[src/rtl/cpu_types_pkg.sv]
// Shared CPU-side types: machine word and RAM status encoding.
package cpu_types;

    typedef logic [31:0] word_t;

    typedef enum logic [1:0] {
        FREE   = 2'b00,
        BUSY   = 2'b01,
        ACCESS = 2'b10,
        ERROR  = 2'b11
    } ramstate_t;

endpackage

[src/rtl/arb_starve_ctr.sv]
// Saturating count of data grants taken while an instruction fetch waits.
module arb_starve_ctr #(
    parameter int unsigned LIMIT = 4
) (
    input  logic clk,
    input  logic rst,
    input  logic clr,
    input  logic inc,
    output logic at_limit
);
    localparam int unsigned W = (LIMIT < 1) ? 1 : $clog2(LIMIT + 1);

    logic [W-1:0] cnt_q;
    logic [W-1:0] cnt_d;

    always_comb begin
        cnt_d = cnt_q;
        if (clr) begin
            cnt_d = '0;
        end else if (inc && (cnt_q != W'(LIMIT))) begin
            cnt_d = cnt_q + W'(1);
        end
    end

    always_ff @(posedge clk) begin
        if (rst) begin
            cnt_q <= '0;
        end else begin
            cnt_q <= cnt_d;
        end
    end

    assign at_limit = (cnt_q == W'(LIMIT));

endmodule

[src/rtl/mem_arbiter.sv]
// Two-master RAM arbiter: data has priority, instruction fetch wins after STARVE_LIMIT data grants.
module mem_arbiter
    import cpu_types::*;
#(
    parameter int unsigned STARVE_LIMIT = 4
) (
    input  logic        CLK,
    input  logic        RST,
    input  logic        iREN,
    input  logic [31:0] iaddr,
    input  logic        dREN,
    input  logic        dWEN,
    input  logic [31:0] daddr,
    input  logic [31:0] dstore,
    output logic        iwait,
    output logic        dwait,
    output logic [31:0] iload,
    output logic [31:0] dload,
    output logic        ramREN,
    output logic        ramWEN,
    output logic [31:0] ramaddr,
    output logic [31:0] ramstore,
    input  logic [31:0] ramload,
    input  logic [1:0]  ramstate,
    output logic        err
);
    typedef enum logic [1:0] {IDLE, IGRANT, DGRANT} arb_state_t;

    arb_state_t state_q;
    arb_state_t state_d;
    ramstate_t  rs;
    logic       dreq;
    logic       at_limit;
    logic       cnt_clr;
    logic       cnt_inc;
    logic       icomp;
    logic       dcomp;

    assign rs   = ramstate_t'(ramstate);
    assign dreq = dREN | dWEN;

    arb_starve_ctr #(.LIMIT(STARVE_LIMIT)) u_starve (
        .clk      (CLK),
        .rst      (RST),
        .clr      (cnt_clr),
        .inc      (cnt_inc),
        .at_limit (at_limit)
    );

    always_ff @(posedge CLK) begin
        if (RST) begin
            state_q <= IDLE;
        end else begin
            state_q <= state_d;
        end
    end

    always_comb begin
        state_d  = state_q;
        ramREN   = 1'b0;
        ramWEN   = 1'b0;
        ramaddr  = '0;
        ramstore = '0;
        iload    = '0;
        dload    = '0;
        icomp    = 1'b0;
        dcomp    = 1'b0;
        err      = 1'b0;
        cnt_clr  = 1'b0;
        cnt_inc  = 1'b0;
        case (state_q)
            IDLE: begin
                if (iREN && (at_limit || !dreq)) begin
                    state_d = IGRANT;
                    cnt_clr = 1'b1;
                end else if (dreq) begin
                    state_d = DGRANT;
                    cnt_inc = iREN;
                end
                if (!iREN) begin
                    cnt_clr = 1'b1;
                end
            end
            IGRANT: begin
                ramREN  = 1'b1;
                ramaddr = iaddr;
                // A dropped request aborts even if the RAM reports ACCESS/ERROR this cycle.
                if (!iREN) begin
                    state_d = IDLE;
                end else if (rs == ACCESS) begin
                    icomp   = 1'b1;
                    iload   = ramload;
                    state_d = IDLE;
                end else if (rs == ERROR) begin
                    err     = 1'b1;
                    state_d = IDLE;
                end
            end
            DGRANT: begin
                ramREN   = dREN & ~dWEN;
                ramWEN   = dWEN;
                ramaddr  = daddr;
                ramstore = dstore;
                if (!dreq) begin
                    state_d = IDLE;
                end else if (rs == ACCESS) begin
                    dcomp   = 1'b1;
                    dload   = ramload;
                    state_d = IDLE;
                end else if (rs == ERROR) begin
                    err     = 1'b1;
                    state_d = IDLE;
                end
            end
            default: state_d = IDLE;
        endcase
    end

    assign iwait = iREN & ~icomp;
    assign dwait = dreq & ~dcomp;

endmodule

[config.mk]
export PLATFORM = sky130hd
export DESIGN_NAME = mem_arbiter
export DESIGN_NICKNAME = d
export VERILOG_FILES = /design/src/rtl/cpu_types_pkg.sv /design/src/rtl/arb_starve_ctr.sv /design/src/rtl/mem_arbiter.sv
export SDC_FILE = /design/constraint.sdc
export NUM_CORES = 1
export LEC_CHECK = 0
export CAP_MARGIN = 20
export CORE_AREA = 2 2 104 106
export DETAILED_ROUTE_END_ITERATION = 16
export DIE_AREA = 0 0 106 108
export HOLD_SLACK_MARGIN = 0.06
export PLACE_DENSITY_LB_ADDON = 0.25
export SETUP_SLACK_MARGIN = 0.15
export SLEW_MARGIN = 20
export SYNTH_ARGS = -nofsm -noshare
export SYNTH_HDL_FRONTEND = slang
export SYNTH_HIERARCHICAL = 1
export SYNTH_SLANG_ARGS = --single-unit
[constraint.sdc]
create_clock -name CLK -period 2.4 [get_ports CLK]
set_input_delay 0.72 -clock CLK [delete_from_list [all_inputs] [get_ports CLK]]
set_output_delay 0.72 -clock CLK [all_outputs]
set_load 0.1 [all_outputs]
## Yosys cells after proc, flatten, opt, wreduce, memory -nomap -nowiden

Index checks and enable logic that the tools add are counted.

- Flip-flop bits (word level): 5
- Input bits: 135

- $add $sub $neg: 1
- Eq/ne operators: 7
- Muxes and demuxes: 32
- Bitwise logic cells: 7
- Reduce and logical (&&, ||, !) cells: 6

Operator list:

| cell | number |
|---|---|
| 32-bit 2-to-1 mux | 6 |
| 32-bit case mux with 2 select lines | 1 |
| 1-bit 2-to-1 mux | 16 |
| 2-bit 2-to-1 mux | 6 |
| 2-bit == test, second input constant | 3 |
| 3-bit inequality test, second input constant | 2 |
| 2-bit case mux with 3 select lines | 1 |
| 1-bit case mux with 2 select lines | 2 |
| 3-bit by 1-bit adder with 3-bit output, second input constant | 1 |
| 1-bit bitwise AND | 3 |
| 3-bit == test, second input constant | 1 |
| 1-bit NOT | 3 |
| 2-bit by 1-bit == test with 1-bit output, second input constant | 1 |
| 1-bit logical AND | 2 |
| 2-bit logical NOT | 1 |
| 2-bit OR reduction | 1 |
| 1-bit logical NOT | 1 |
| 1-bit logical OR | 1 |
| 1-bit bitwise OR | 1 |

## Depth between registers and ports, before layout

Gate-level depths: netlist of run 1.

- Depth in word-level cells: 8
- Mapped depth: 7
- Gate-level depth less buffers: 7

## Hierarchy

Netlist of run 1, hierarchy kept.

Modules (own cells, without submodules):

| module | instances | cells each | area each (µm²) | sequential area each (µm²) |
|---|---|---|---|---|
| mem_arbiter | 1 | 215 | 1456.4 | 40.0 |
| arb_starve_ctr | 1 | 18 | 187.7 | 60.1 |

## Worst setup path after synthesis of run 1

Ideal clock, no wire load.

- Kind: register to output
- Start point: register state_q[0]
- End point: output port err
- Arrival: 3.116 ns
- Path slack: -1.436 ns
- Stages on the path, launching flop included: 7
- Cell sequence: dfxtp_1 > inv_1 > ha_1 > buf_4 > buf_2 > nor2_1 > a211oi_1

- Cells in the longest elaborated chain, start to end: 2

RTL lines:

| element | RTL line | text |
|---|---|---|
| start: declaration | mem_arbiter.sv:29 | `arb_state_t state_q;` |
| start signal: assignment | mem_arbiter.sv:54 | `state_q <= state_d;` |
| 2-bit == test / 2-bit by 1-bit == test with 1-bit output (equally long branches) | mem_arbiter.sv:71 | `case (state_q)` |
| 1-bit case mux with 2 select lines (*) | mem_arbiter.sv:71 |  |
| end: declaration | mem_arbiter.sv:25 | `output logic err` |

Every way passes the cells marked *; elsewhere a longest branch is shown, timed or not.

## Worst setup path after layout of run 1

- Start point: input port dREN
- End point: output port dload[7]

- Cells in the longest elaborated chain, start to end: 3

RTL lines:

| element | RTL line | text |
|---|---|---|
| start: declaration | mem_arbiter.sv:11 | `input logic dREN,` |
| 1-bit bitwise OR | mem_arbiter.sv:40 | `assign dreq = dREN \| dWEN;` |
| 32-bit 2-to-1 mux | mem_arbiter.sv:104 | `if (!dreq) begin` |
| 32-bit 2-to-1 mux | mem_arbiter.sv:71 |  |
| end: declaration | mem_arbiter.sv:18 | `output logic [31:0] dload,` |

No other way between the ends.

==> results of run 1 <==
==> per-layer routing <==
| layer | GRT usage (%) | part of all wire (%) | wire [microns] | up-vias |
|---|---|---|---|---|
| met5 | 0 | 0 | 0 | - |
| met4 | 7.61 | 3.2 | 432 | 0 |
| met3 | 5.30 | 7.5 | 998 | 28 |
| met2 | 41.2 | 55 | 7390 | 168 |
| met1 | 21.5 | 34 | 4540 | 1425 |
| li1 | - | - | - | 1397 |
==> per-stage QoR <==
stage | setup TNS, ns | worst slack (ns)
floorplan | -4.29 | -0.143
global placement | -26.19 | -0.420
detailed placement | -27.73 | -0.451
CTS | -5.82 | -0.216
global route | -9.02 | -0.262
finish | -7.13 | -0.244
==> critical path: stages <==
cell and delay [ns]:
buf_8 0.10, o21a_4 0.21, and3b_4 0.22, buf_6 0.12
buf_12 0.11, buf_16 0.13, and2_4 0.14, buf_12 0.16
==> logic make-up (layout without fill, tap and decap cells) <==
| family | Yosys count | in the layout | share of synthesized area [%] |
|---|---|---|---|
| and+or+nand+nor | 153 | 153 | 58.9 |
| adders and majority gates | 6 | 6 | 4.57 |
| AOI/OAI and AO/OA | 42 | 42 | 19.8 |
| muxes | 2 | 2 | 1.37 |
| buffers and inverters | 25 | 325 | 9.28 |
| DFF | 5 | 5 | 6.09 |
==> cell type report <==
class,count,area [sq um],area share [%]
flip-flops and latches,5,108,1.50
inverters,4,20.0,0.278
well taps,136,170,2.37
repair buffers,317,4880,67.8
multi-input cells,203,1970,27.4
clock buffers,4,45.0,0.626
==> state kept, by name (all words and copies together) (netlist names) <==
signal and cells:
state_q 2, u_starve/cnt_q 3
==> power groups by stage <==
stage | logic [mW] | registers, mW | clock network (mW)
after global routing | 1.85 | 0.0936 | 0.173
after floorplan | 0.846 | 0.0915 | 0
after CTS | 1.69 | 0.0930 | 0.165
after detailed placement | 1.53 | 0.0925 | 0
final | 1.80 | 0.0932 | 0.166
after global placement | 1.51 | 0.0919 | 0
==> synthesized netlist by cell type (all sizes together) <==
| library cell | count | area [sq um] |
|---|---|---|
| and2 | 98 | 613 |
| nor2b | 34 | 213 |
| a22oi | 32 | 240 |
| buf | 15 | 115 |
| clkbuf | 6 | 22.5 |
| ha | 6 | 75.1 |
| nor2 | 6 | 22.5 |
| dfxtp | 5 | 100 |
| inv | 4 | 15.0 |
| nor3b | 4 | 30.0 |
| a21boi | 2 | 18.8 |
| and4b | 2 | 21.3 |
| mux2 | 2 | 22.5 |
| nand2 | 2 | 7.51 |
| o21a | 2 | 16.3 |
| o31ai | 2 | 15.0 |
| a211oi | 1 | 7.51 |
| a21oi | 1 | 5.00 |
| a221oi | 1 | 15.0 |
| and3 | 1 | 6.26 |
| and3b | 1 | 12.5 |
| and4bb | 1 | 12.5 |
| nand3 | 1 | 5.00 |
| nand3b | 1 | 7.51 |
| nor3 | 1 | 5.00 |
| nor4 | 1 | 12.5 |
| o211ai | 1 | 7.51 |
==> placed cells by master, fill, tap and decap left out, drive strengths merged, types with 5 or more instances in the layout <==
| master | count |
|---|---|
| and2 | 98 |
| clkdlybuf4s50 | 73 |
| dlygate4sd2 | 56 |
| dfxtp | 5 |
| a22oi | 32 |
| nor2 | 6 |
| clkbuf | 8 |
| nor2b | 34 |
| buf | 184 |
| ha | 6 |
==> what timing repair did <==
item,in CTS,in global routing
pin swaps,58,11
endpoints found under the hold margin,0,0
gates cloned,14,5
resized for setup,159,39
setup buffers,12,4
endpoints found under the setup margin,136,133
==> path summary, 6_finish.rpt <==
path,start,cells past startpoint,end,slack [ns]
max,dREN,8,dload[7],-0.24
min,state_q[0],2,state_q[0],0.56
max reg2reg,u_starve/cnt_q[0],7,u_starve/cnt_q[1],0.57
min reg2reg,state_q[0],2,state_q[0],0.56
==> summary.md, run 1 <==
| Metric | Value |
|---|---|
| Status | finished, violations left |
| Failing checks | negative setup slack |
| Seq/Total Area, Yosys | 6.09% |
| Peak VDD IR | 0.190 mV |
| TritonRoute pass-1 iters | 4 |
| CTS Root Cell | clkbuf_8 |
| Ratio of cells with drive above 1 in the final layout | 70.0% |
| Total net switching power | 1.03 mW |
| Sw Ratio | 50.1% |
| CP Class | input port to output pin |
| RSZ-0062 raised after global routing | true |
| Ys Warns | 6 |
| Num rows | 37 |
| Critical Path RT | between 1.5 and 2 ns |
| Count of pins over their slew limit | 0 |
| CTS Buf Count | 3 |
| Drt via density | 4.51 |
| Grt total ovfl | 0 |
| End-of-flow core utilization | ~70% |
| Core ar. | a little over 10000 sq um |
| Worst Hold Class | flop to flop |
| DR WL/cell | 20.0 microns |
| Crit path DAT | 1.92 ns |
| IO Count | 268 |
| Period utilization | 110% |
| Initial Util | 16.1% |
| Setup crit start kind | input port |
| Largest net degree at the start of global routing | 34 |
| Routed WL | 13400 microns |
| Crit Path Max Fanout | 6 |
| Chip width | 106 microns |
| Number of I/O port buffers | 267 |
| Leakage | 2.91 nW |
| Post-Syn Area | 1640 sq um |
| Clk network pwr share | just over 8% |
| Hold Buf Count CTS | 0 |
| First-pass GRT wire length | 18500 microns |
| Residual DRC | 0 |
| Nets | 675 |
| Diodes inserted | 0 |
| Die ar. | 11400 sq um |
| Combinational power share | approximately 87% |
| Fill count | 679 |
| CTS HTree Levels | 1 |
| Initial antenna violation count | 0 |
| Final setup fails | 61 |
| PwrDens | 286 nW/um^2 |
| Net Count, Synth | 374 |
| P_int | 1.03 mW |
| Syn-to-layout area delta | 338% |
| Num Clock Sinks | 5 |
| Worst-path clk slew | 0.04 ns |
| Syn Inst Count | 233 |
| DRT iter0 DRCs | 112 |
| Max Root-Sink Buffers | 2 |
| Fin area | 7190 sq um |
| Worst slew pin tran | 0.352 ns |
| RD Place Congestion | 0.822 |
| Final hold vios | 0 |
| Fin crit period | 2.64 ns |
| Fmax | ~380 MHz |
| Placed Area | 6170 sq um |
| # Max-Cap Violations | 0 |
| DRT antenna net count | 0 |
| Total Power | roughly 2 mW |
| Worst-Skew Late Latency | 0.23 ns |
| Reg power frac | 4.5% |
| Post-DP HPWL | 9050 microns |
| Die Ht | about 110 microns |
| Syn avg cell area | 7.06 sq um |
| CTS tree | built |
| Crit. End Element | output pin |
| Flop and latch count out of synthesis | 5 |
| Hold slack | between 0.5 and 0.6 ns |
| Placed Instances | 630 |
| Yosys cell types | 32 |
| Routed via count | roughly 3000 |
| PnR worst setup slack | -0.244 ns |
| Clock skew | 0.00757 ns |
| Cell Count, Final, Fillers Out | 669 |
| Max_slew headroom | roughly three quarters |
| GRT Total Usage | 21.0% |
| Vias in the first global route | 3090 |
No activity file was read; power rests on OpenSTA's default activity.
==> run 2, diff against run 1 <==
SKIP_CTS_REPAIR_TIMING = 1   (was not set)
==> run 2 against run 1 <==
The flow still finishes with violations (negative setup slack). Clock-buffer cell count unchanged. Global-route usage is 3.6 points lower. Design area shrank 6.2%.
==> summary.md, run 2 (synthesized netlist as in run 1, its figures left out) <==
| Metric | Value |
|---|---|
| Setup crit start kind | input port |
| Final hold vios | 0 |
| Total net switching power | 0.968 mW |
| Fin crit period | 2.46 ns |
| Leading cell types in the layout, fill and taps excluded | 138 x buf_12, 104 x clkdlybuf4s50_1, 64 x and2_4 |
| Syn-to-layout area delta | 310% |
| Largest regs | u_starve/cnt_q x3, state_q x2 |
| Period utilization | 102% |
| DRT antenna net count | 0 |
| Worst r2r path cells | 7 |
| Hold slack | 0.578 ns |
| R2R Path End | u_starve/cnt_q[1] |
| Met2 Use GR | 35.0% |
| CTS Root Cell | clkbuf_8 |
| GRT Max-Usage Layer | met2 |
| CP Class | input port to output pin |
| Failing checks | negative setup slack |
| Clk network pwr share | 8.7% |
| Flop2flop setup slack | 0.57 ns |
| Critical Path RT | 1.68 ns |
| Met1 usage | between 10% and 20% |
| Number of I/O port buffers | approximately 270 |
| Placed Area | 6170 sq um |
| Crit path DAT | 1.74 ns |
| Sw Ratio | 50.9% |
| Worst-Skew Late Latency | 0.23 ns |
| Diodes inserted | 0 |
| RD Place Congestion | 0.822 |
| Total Power | 1.90 mW |
| Core ar. | 10200 sq um |
| Largest reg by FF count | u_starve/cnt_q |
| Commonest non-fill, non-tap cell in the layout | buf_12 |
| DR WL/cell | 18.1 microns |
| First-pass GRT wire length | 15800 microns |
| Global Route met3 Usage | 4.94% |
| Routed via count | 2842 |
| Residual DRC | 0 |
| IO Count | 268 |
| Max Root-Sink Buffers | 2 |
| Drt via density | 4.40 |
| Die Ht | 108 microns |
| Num rows | 37 |
| Area of the multi-input gates | 1950 sq um |
| Crit Path Max Fanout | 6 |
| Fin area | 6750 sq um |
| Worst slew pin tran | between 0.4 and 0.5 ns |
| Hold path cells | 2 |
| Final setup fails | 65 |
| Setup_tns | -2.24 ns |
| CTS HTree Levels | 1 |
| Die ar. | 11400 sq um |
| Chip width | 106 microns |
| Grt total ovfl | 0 |
| GRT Total Usage | 17.4% |
| Initial Util | 16.1% |
| PwrDens | 282 nW/um^2 |
| Max_slew headroom | about 73% |
| TritonRoute pass-1 iters | 4 |
| Clock skew | 0.00711 ns |
| FF+latch area | 105 sq um |
| Fmax | around 400 MHz |
| PnR worst setup slack | -0.0574 ns |
| Hold path endpoint | state_q[1] |
| CTS tree | built |
| Worst-path clk slew | 0.04 ns |
| Routed WL | approximately 12000 microns |
| Num Clock Sinks | 5 |
| # Max-Cap Violations | 0 |
| Worst reg2reg path startpoint | u_starve/cnt_q[0] |
| Crit. End Element | output pin |
| Fill count | 736 |
| Largest net degree at the start of global routing | 67 |
| Worst Hold Class | flop to flop |
| Peak VDD IR | 0.183 mV |
| Largest register FFs | 3 |
| Ratio of cells with drive above 1 in the final layout | 65.1% |
| Count of pins over their slew limit | 0 |
| RSZ-0062 raised after global routing | true |
| Nets | 652 |
| Reg power frac | 4.9% |
| P_int | 0.933 mW |
| CTS Buf Count | 3 |
| Leakage | 2.83 nW |
| Post-DP HPWL | 9050 microns |
| Combinational power share | 86.5% |
| Initial antenna violation count | 0 |
| Vias in the first global route | 2788 |
| Status | finished, violations left |
| Hold_sp | state_q[1] |
| DRT iter0 DRCs | 70 |
## run 2: worst max-delay path by stage
stage	startpoint	end	slack [ns]	cells past startpoint
2_1_floorplan	state_q[0]	ramaddr[10]	-0.14	4
3_3_place_gp	dREN	dload[4]	-0.42	6
3_5_place_dp	dREN	dload[5]	-0.45	6
4_1_cts	dREN	dload[5]	-0.46	6
5_1_grt	state_q[0]	dload[27]	-0.09	7
6_report	dWEN	dload[12]	-0.06	6
## run 2: metrics by stage
step                utilization [%]  instances  worst slack, ns
floorplan                         -        233           -0.143
global placement               60.3        630           -0.420
detailed placement             60.3        630           -0.451
CTS                            60.8        634           -0.458
global route                   66.0        646          -0.0887
finish                         66.0        646          -0.0574
## run 2: critical path, stage by stage
cell,delay (ns)
buf_6,0.10
o21a_4,0.20
and3b_4,0.22
clkbuf_16,0.17
and2_4,0.16
buf_12,0.16
## run 2: layer usage
layer | share of wire [%] | wire, microns
met5 | 0 | 0
met1 | 32 | 3790
met3 | 7.8 | 906
met2 | 57 | 6640
met4 | 2.9 | 336
## run 2: power groups by stage
| stage | Clock, mW | Combinational [mW] | Sequential [mW] |
|---|---|---|---|
| after global routing | 0.173 | 1.70 | 0.0927 |
| after global placement | 0 | 1.51 | 0.0919 |
| after floorplan | 0 | 0.846 | 0.0915 |
| after detailed placement | 0 | 1.53 | 0.0925 |
| final | 0.165 | 1.64 | 0.0922 |
| after CTS | 0.166 | 1.53 | 0.0911 |
## run 2: area by class of cell
type	count	area share [%]
Timing Repair Buffer	294	66.1
Tap cell	136	2.52
Clock buffer	4	0.668
Multi-Input combinational cell	203	28.9
Inverter	4	0.260
Sequential cell	5	1.56
